<file path="src/rtl/fp_align_shifter.sv">
// Iterative right-shift alignment unit for the FPU adder path.
// Shifts {mant,GR} right by up to STEP bits per cycle, accumulating a sticky bit.
module fp_align_shifter #(
  parameter int unsigned IN_WIDTH    = 11,
  parameter int unsigned SHAMT_WIDTH = 5,
  parameter int unsigned STEP        = 4
) (
  input  logic                   clk,
  input  logic                   rst_n,
  input  logic                   in_valid,
  output logic                   in_ready,
  input  logic [IN_WIDTH-1:0]    in_mant,
  input  logic [SHAMT_WIDTH-1:0] in_shamt,
  input  logic                   flush,
  output logic                   out_valid,
  input  logic                   out_ready,
  output logic [IN_WIDTH+1:0]    out_mant,
  output logic                   out_sticky,
  output logic                   out_zero
);

  localparam int unsigned W  = IN_WIDTH + 2;
  localparam int unsigned RW = SHAMT_WIDTH + 1;
  localparam logic [RW-1:0] W_R    = RW'(W);
  localparam logic [RW-1:0] STEP_R = RW'(STEP);
  localparam logic [W-1:0]  ONES   = '1;

  typedef enum logic [1:0] {IDLE, SHIFT, HOLD} state_t;

  state_t        state, state_nxt;
  logic [W-1:0]  acc, acc_nxt;
  logic          sticky, sticky_nxt;
  logic [RW-1:0] rem, rem_nxt;

  logic [RW-1:0] shamt_ext, shamt_clamped, s;
  logic [W-1:0]  mask;

  always_comb begin
    shamt_ext     = {1'b0, in_shamt};
    // Shifting past the full width only moves everything into sticky.
    shamt_clamped = (shamt_ext > W_R) ? W_R : shamt_ext;
    s             = (rem > STEP_R) ? STEP_R : rem;
    mask          = ~(ONES << s);
  end

  always_comb begin
    state_nxt  = state;
    acc_nxt    = acc;
    sticky_nxt = sticky;
    rem_nxt    = rem;
    case (state)
      IDLE: begin
        if (in_valid) begin
          acc_nxt    = {in_mant, 2'b00};
          sticky_nxt = 1'b0;
          rem_nxt    = shamt_clamped;
          state_nxt  = (shamt_clamped == '0) ? HOLD : SHIFT;
        end
      end
      SHIFT: begin
        sticky_nxt = sticky | (|(acc & mask));
        acc_nxt    = acc >> s;
        rem_nxt    = rem - s;
        if (rem == s) state_nxt = HOLD;
      end
      HOLD: begin
        if (out_ready) state_nxt = IDLE;
      end
      default: state_nxt = IDLE;
    endcase
    if (flush) begin
      state_nxt  = IDLE;
      acc_nxt    = '0;
      sticky_nxt = 1'b0;
      rem_nxt    = '0;
    end
  end

  always_ff @(posedge clk or negedge rst_n) begin
    if (!rst_n) begin
      state  <= IDLE;
      acc    <= '0;
      sticky <= 1'b0;
      rem    <= '0;
    end else begin
      state  <= state_nxt;
      acc    <= acc_nxt;
      sticky <= sticky_nxt;
      rem    <= rem_nxt;
    end
  end

  assign in_ready   = (state == IDLE);
  assign out_valid  = (state == HOLD);
  assign out_mant   = acc;
  assign out_sticky = sticky;
  assign out_zero   = (acc == '0) && !sticky;

endmodule
</file>
<file path="config.mk">
export PLATFORM = sky130hd
export DESIGN_NAME = fp_align_shifter
export DESIGN_NICKNAME = d
export VERILOG_FILES = /design/src/rtl/fp_align_shifter.sv
export SDC_FILE = /design/constraint.sdc
export NUM_CORES = 1
export LEC_CHECK = 0
export ABC_CLOCK_PERIOD_IN_PS = 2200
export BUFFER_PORTS_ARGS = -buffer_cell sky130_fd_sc_hd__buf_2
export CAP_MARGIN = 25
export CORE_MARGIN = 2
export CORE_UTILIZATION = 41
export CTS_BUF_LIST = sky130_fd_sc_hd__clkbuf_8 sky130_fd_sc_hd__clkbuf_16
export DETAILED_ROUTE_END_ITERATION = 7
export PLACE_DENSITY_LB_ADDON = 0.25
export SYNTH_ARGS = -nofsm -noshare
export SYNTH_HDL_FRONTEND = slang
export SYNTH_SLANG_ARGS = --single-unit
</file>
<file path="constraint.sdc">
create_clock -name clk -period 2.2 [get_ports clk]
set_input_delay 0.33 -clock clk [delete_from_list [all_inputs] [get_ports clk]]
set_output_delay 0.33 -clock clk [all_outputs]
set_load 0.05 [all_outputs]
</file>
==> impl_results.md, run 1 <==
- First-pass GRT wire length: roughly 6900 microns
- Largest family of logic cells by synthesized area: compound AO/OA/AOI/OAI gates
- Vias in the first global route: 1,440
- Post-Syn Area per Cell: between 9 and 10 sq um
- Hold WS: around 0.033 ns
- Routability cong.: around 0.82
- Clk buf depth: 2
- Crit-path max cell delay: about 0.67 ns
- Die height: between 60 and 70 microns
- Reg area: 551 sq um
- Commonest non-fill, non-tap cells in the layout: 37 x buf_2, 22 x dfrtp_1, 16 x nand2_1
- Cts repair resizes: 0
- Run status: finished clean
- DP Wirelength: 3100 microns
- Worst-path clk slew: around 0.080 ns
- Io pins: 38
- Dpl ws: between 0.2 and 0.25 ns
- RSZ-0062 raised after global routing: no
- # hold bufs at CTS: 0
- Slew headroom: between 60 and 70%
- Final hold viol count: 0
- Fin. max-slew vios: 0
- GRT Util Overall: 19.8%
- Initial antenna violation count: 0
- Synth Net Count: 202
- WL per Instance: 16.1 microns
- Overflow after GRT: 0
- Asr flop ratio synth: 100%
- Slowest-stage cell, CP: or4_4
- Max Cap Viol: 0
- Multi-input logic area: about 1000 sq um
- CP endpoint kind: register
- Initial DRC count: 160
- CTS root buf: clkbuf_8
- Top_reg_cell synth: dfrtp_1
- Final net count: 240
- CP Cell Sequence: or4_4 > nand2_1 > ha_1 > a21o_1 > a21oi_1 > o21ai_0 > a22o_1
- Post-DR vias/cell: between 5 and 6
- Fmax: a little over 0.5 GHz
- CTS sink count: 22
- Setup ws final: approximately 0.22 ns
- Register area share after synthesis: between 30% and 40%
- Final instance area: 1920 sq um
- Simple-gate area share of the yosys netlist: between 10% and 20%
- Share of cells above drive strength 1: between 20% and 30%
- Fin Clk Skew: 0.00470 ns
- Cell Area, Synth: between 1500 and 2000 sq um
- Starting Density: between 40% and 50%
- Mapped Cells: 180
- Final setup viols: 0
- Setup TNS: 0 ns
- CP bufs+invs: 0
- FP Rows: 22
- Via count: ~1.6k
- Post-synth EDFFs: 0
- Post-DRT Antenna Nets: 0
- Clk_lat worst skew: 0.26 ns
- #FFs+latches synth: 22
- Cell Area, Placed: roughly 1900 sq um
- Core Box Area: between 3000 and 4000 sq um
- Leak: slightly below 0.0009 uW
- Largest net degree at the start of global routing: 23
- CP max FO: 15
- CP top delay family: simple AND/OR/NAND/NOR gates
- Power density over the cells: approximately 960 nW/um^2
- Final design utilization: 51.2%
- Synth warnings: 0
- H-tree levels: 1
- Worst vdd ir: roughly 470 uV
- Final min period: approximately 2 ns
- Compound-gate portion of the synthesized area: a little under a third
- Startpoint Class: register
- Portion of netlist area occupied by mux cells: between 10% and 20%
- Die width: 67.0 microns
- Fin crit share: between 80% and 90%
- Adder-Cell Fraction of Synth Area: less than 1%
- Xor/xnor share of the synthesized area: 0%
- CTS tree: done
- Port buffer count: 37
- Die ar.: about 4500 sq um
- Crit path kind: register to register
- DRC violations left: 0
- Crit path required time: ~2.4 ns
- CTS buffer count: 3
- Synth unique cells: 47
- WP data arrival: 2.18 ns
- Filler Cell Count: around 400
- Reg2reg setup slack: between 0.2 and 0.25 ns
- Setup Buffers After CTS: 0
- Initial DRT Pass Iterations: 4
- Most common cell after layout, fill and taps aside: buf_2
- Drt total wl: 4260 microns
- Slew @ Worst Pin: 0.519 ns
- Antenna Cells: 0
- Worst hold path type: input pin to asynchronous set/reset pin
- Area delta synth->final: 18.0%
## cells in the mapped netlist (all sizes together) (5+ instances only)
| cell | count | area [sq um] |
|---|---|---|
| a22oi | 8 | 65.1 |
| dfrtp | 22 | 551 |
| buf | 9 | 56.3 |
| nor3 | 6 | 30.0 |
| nor2 | 14 | 60.1 |
| nor2b | 5 | 31.3 |
| clkbuf | 5 | 18.8 |
| nand2b | 7 | 43.8 |
| nand2 | 16 | 60.1 |
| o21ai | 15 | 75.1 |
| mux2i | 14 | 140 |
## area by class of cell
| class | instances | area share (%) |
|---|---|---|
| clock buffer | 3 | 2.15 |
| tap | 48 | 3.13 |
| inverter | 1 | 0.196 |
| multi-input combinational | 143 | 52.3 |
| sequential | 22 | 28.7 |
| timing repair buffer | 47 | 13.6 |
## final timing paths
kind	cells after the start	from	endpoint
setup / recovery	7	rem[4]	rem[4]
hold / removal	1	rst_n	out_mant[11]
setup reg to reg	7	rem[4]	rem[4]
hold reg to reg	1	out_mant[0]	out_mant[0]
max in group asynchronous	1	rst_n	rem[4]
min in group clk	2	in_mant[9]	out_mant[11]
## per-layer routing
metal / global-route usage (%) / wire length (microns)
met5: 0 / 0
met4: 3.06 / 17
met3: 2.03 / 199
met2: 33.9 / 2030
met1: 27.4 / 2010
## per-stage QoR
step / cells / power (uW)
floorplan: 180 / 1370
global placement: 261 / 1590
detailed placement: 261 / 1600
CTS: 264 / 1860
global route: 264 / 1970
finish: 264 / 1850
## worst register-to-register path, cell delays in order (launching register included)
cell	delay [ns]
dfrtp_1	0.46
or4_4	0.67
nand2_1	0.13
ha_1	0.19
a21o_1	0.10
a21oi_1	0.07
o21ai_0	0.16
a22o_1	0.16
## power by group
| part | leakage [uW] | total [uW] | switching (uW) | internal [uW] |
|---|---|---|---|---|
| Sequential | 0.000296 | 606 | 134 | 472 |
| Combinational | 0.000553 | 989 | 629 | 360 |
| Clock | 0.0000216 | 255 | 133 | 122 |
| Total | 0.000870 | 1850 | 896 | 954 |
## registers in the layout, indices dropped and copies added (netlist names)
| name | count |
|---|---|
| out_sticky | 1 |
| rem | 6 |
| out_mant | 13 |
| state | 2 |
## cell families (layout without fill, tap and decap cells)
kind of cell | Yosys count | in the layout
and+or+nand+nor | 59 | 59
other | 1 | 1
adders and majority gates | 1 | 1
DFF | 22 | 22
buffers and inverters | 15 | 51
muxes | 16 | 16
AOI/OAI and AO/OA | 66 | 66
Note: power is estimated with default switching activity, not from simulation.
==> run 2, diff against run 1 <==
CORE_UTILIZATION = 50   (was 41)
GPL_TIMING_DRIVEN = 0   (was default)
==> run 2 against run 1 <==
Combinational power rose by 4%. Cell count fell by 0.38%. Count of clock-buffer cells in the layout rose by 1. First-iteration DRC count fell by 20%. Non-clock buffer count rose by 2. Design area fell by 0.20%. Critical path type unchanged. Global-route usage rose by 6.7 points. Critical endpoint is now out_mant[2]. Wire length rose by 5.8%. Clock power rose by 16%. Die area fell by 17%. Clock skew rose by 0.0029 ns.
==> impl_results.md, run 2 (synthesis gave the netlist of run 1 again) <==
- Initial DRT Pass Iterations: 4 (unchanged)
- Psw: 921 uW (+2.8%)
- Power density over the cells: 1000 nW/um^2 (+4.0%)
- Commonest non-fill, non-tap cells in the layout: 42 x buf_2, 21 x dfrtp_1, 16 x nand2_1
- Internal power: 999 uW (+4.7%)
- Slew headroom: 26.0% (-39 points)
- Design Power: 1920 uW (+3.8%)
- Vias in the first global route: 1,566 (+8.8%)
- DRC violations left: 0 (unchanged)
- Fin cells: 263 (-0.38%)
- Final net count: 242 (+0.83%)
- Overflow after GRT: 0 (unchanged)
- Die width: 61.0 microns (-8.9%)
- Final setup viols: 0 (unchanged)
- Placed Instances: 260 (-0.38%)
- Critical path depth in cells: 5 (-2)
- Worst vdd ir: 503 uV (+7.6%)
- Clock group share of total power: 15.3% (+1.5 points)
- Drt total wl: 4500 microns (+5.8%)
- Crit path kind: register to register
- Initial DRC count: 128 (-20%)
- Crit-path max cell delay: 0.64 ns (-0.03 ns)
- Largest net degree at the start of global routing: 23 (unchanged)
- Startpoint Class: register
- CTS buffer count: 3 (unchanged)
- CP Cell Sequence: nor4_1 > buf_2 > nand2_1 > o221ai_1 > o21ai_0
- Routability cong.: 0.895 (+8.5%)
- R2r worst-path depth: 5 (-2)
- Final min period: 2.06 ns (+0.0855 ns)
- Comb pwr share: 53.7% (+0.2 points)
- Io pins: 38 (unchanged)
- First-pass GRT wire length: 7310 microns (+6.2%)
- Clk_lat worst skew: 0.27 ns (about the same)
- Most common cell after layout, fill and taps aside: buf_2
- Final hold viol count: 0 (unchanged)
- Initial antenna violation count: 0 (unchanged)
- Antenna Cells: 0 (unchanged)
- Sw frac: 48.0% (-0.47 points)
- Starting Density: 52.8% (+9.4 points)
- Clk buf depth: 2 (unchanged)
- Run status: finished clean
- Post-DR vias/cell: 6.05 (+1.9%)
- WP data arrival: 2.20 ns (+0.02 ns)
- Reg2reg setup slack: 0.14 ns (-0.09 ns)
- Reg power frac: 30.9% (-1.8 points)
- Fin. max-slew vios: 0 (unchanged)
- Setup Buffers After CTS: 0 (unchanged)
- FP Rows: 20 (-9.1%)
- RSZ-0062 raised after global routing: no
- Die ar.: 3720 sq um (-17%)
- Post-DRT Antenna Nets: 0 (unchanged)
- Filler Cell Count: 279 (-30%)
- CTS tree: done
- Port buffer count: 36 (-2.7%)
- Fmax: 0.485 GHz (-4.1%)
- CP endpoint kind: register
- CP bufs+invs: 1 (+1)
- Max Cap Viol: 0 (unchanged)
- Via count: 1,592 (+1.5%)
- GRT Util Overall: 26.5% (+6.7 points)
- Slowest-stage cell, CP: nor4_1
- Worst hold path type: input pin to asynchronous set/reset pin
- Fin Clk Skew: 0.00756 ns (+0.00286 ns)
- H-tree levels: 1 (unchanged)
- Crit path required time: 2.34 ns (-0.06 ns)
- Area delta synth->final: 17.8%
- Share of cells above drive strength 1: 27.9% (-0.85 points)
- Leak: 0.000868 uW (-0.20%)
- Die height: 61.0 microns (-8.9%)
- CP max FO: 10 (-5)
- Core Box Area: 3080 sq um (-18%)
- Worst-path clk slew: 0.08 ns (about the same)
- DP Wirelength: 3210 microns (+3.6%)
- Fin crit share: 93.7% (+3.9 points)
- WL per Instance: 17.1 microns (+6.2%)
- Slew @ Worst Pin: 1.11 ns (+0.589 ns)
- CP top delay family: simple AND/OR/NAND/NOR gates
- Largest register FFs: 13 (unchanged)
- CTS root buf: clkbuf_8
- CTS sink count: 22 (unchanged)
## run 2: changes by cell type in the layout (fill, tap and decap cells not counted), sizes merged
cell    delta
clkbuf     +5
buf        -2
## run 2: layer usage
layer	track usage (%)	wire (microns)
met5	0	0
met4	10.2	82
met3	2.94	192
met2	46.2	2220
met1	33.7	2010
## run 2: power groups by stage
| stage | combinational (uW) | sequential (uW) | clock (uW) |
|---|---|---|---|
| after floorplan | 661 | 706 | 0 |
| after global placement | 1010 | 580 | 0 |
| after detailed placement | 1030 | 588 | 0 |
| after CTS | 1030 | 580 | 300 |
| after global routing | 1110 | 607 | 320 |
| final | 1030 | 594 | 295 |
## run 2: layout make-up
cell class,instances,area (sq um),share of cell area (%)
buffer,13,72.6,3.79
clock buffer,4,55.1,2.88
inverter,1,3.75,0.196
multi-input combinational,143,996,52.0
sequential,22,552,28.8
tap,44,55.1,2.88
timing repair buffer,36,180,9.41
## run 2: through the flow
stage	worst slack (ns)	utilization (%)	cell area, sq um	setup TNS [ns]	hold slack [ns]
finish	0.139	62.2	1910	0	0.0292
global placement	0.00397	60.4	1860	0	0.327
detailed placement	-0.0189	60.4	1860	-0.0189	0.326
CTS	0.0642	62.3	1920	0	0.0419
floorplan	0.217	-	1630	0	0.0344
global route	0.00281	62.2	1910	0	0.0538
## run 2: worst paths after layout
check / startpoint / endpoint
worst max-delay path: rem[4] / out_mant[2]
worst min-delay path: rst_n / out_mant[8]
worst max register to register: rem[4] / out_mant[2]
worst min register to register: out_mant[0] / out_mant[0]
max in group asynchronous: rst_n / rem[4]
min in group clk: in_mant[9] / out_mant[11]
## run 2: repair_timing
item	in CTS	in global routing
endpoints found under the setup margin	1	1
resized for setup	1	2
hold buffers	0	0
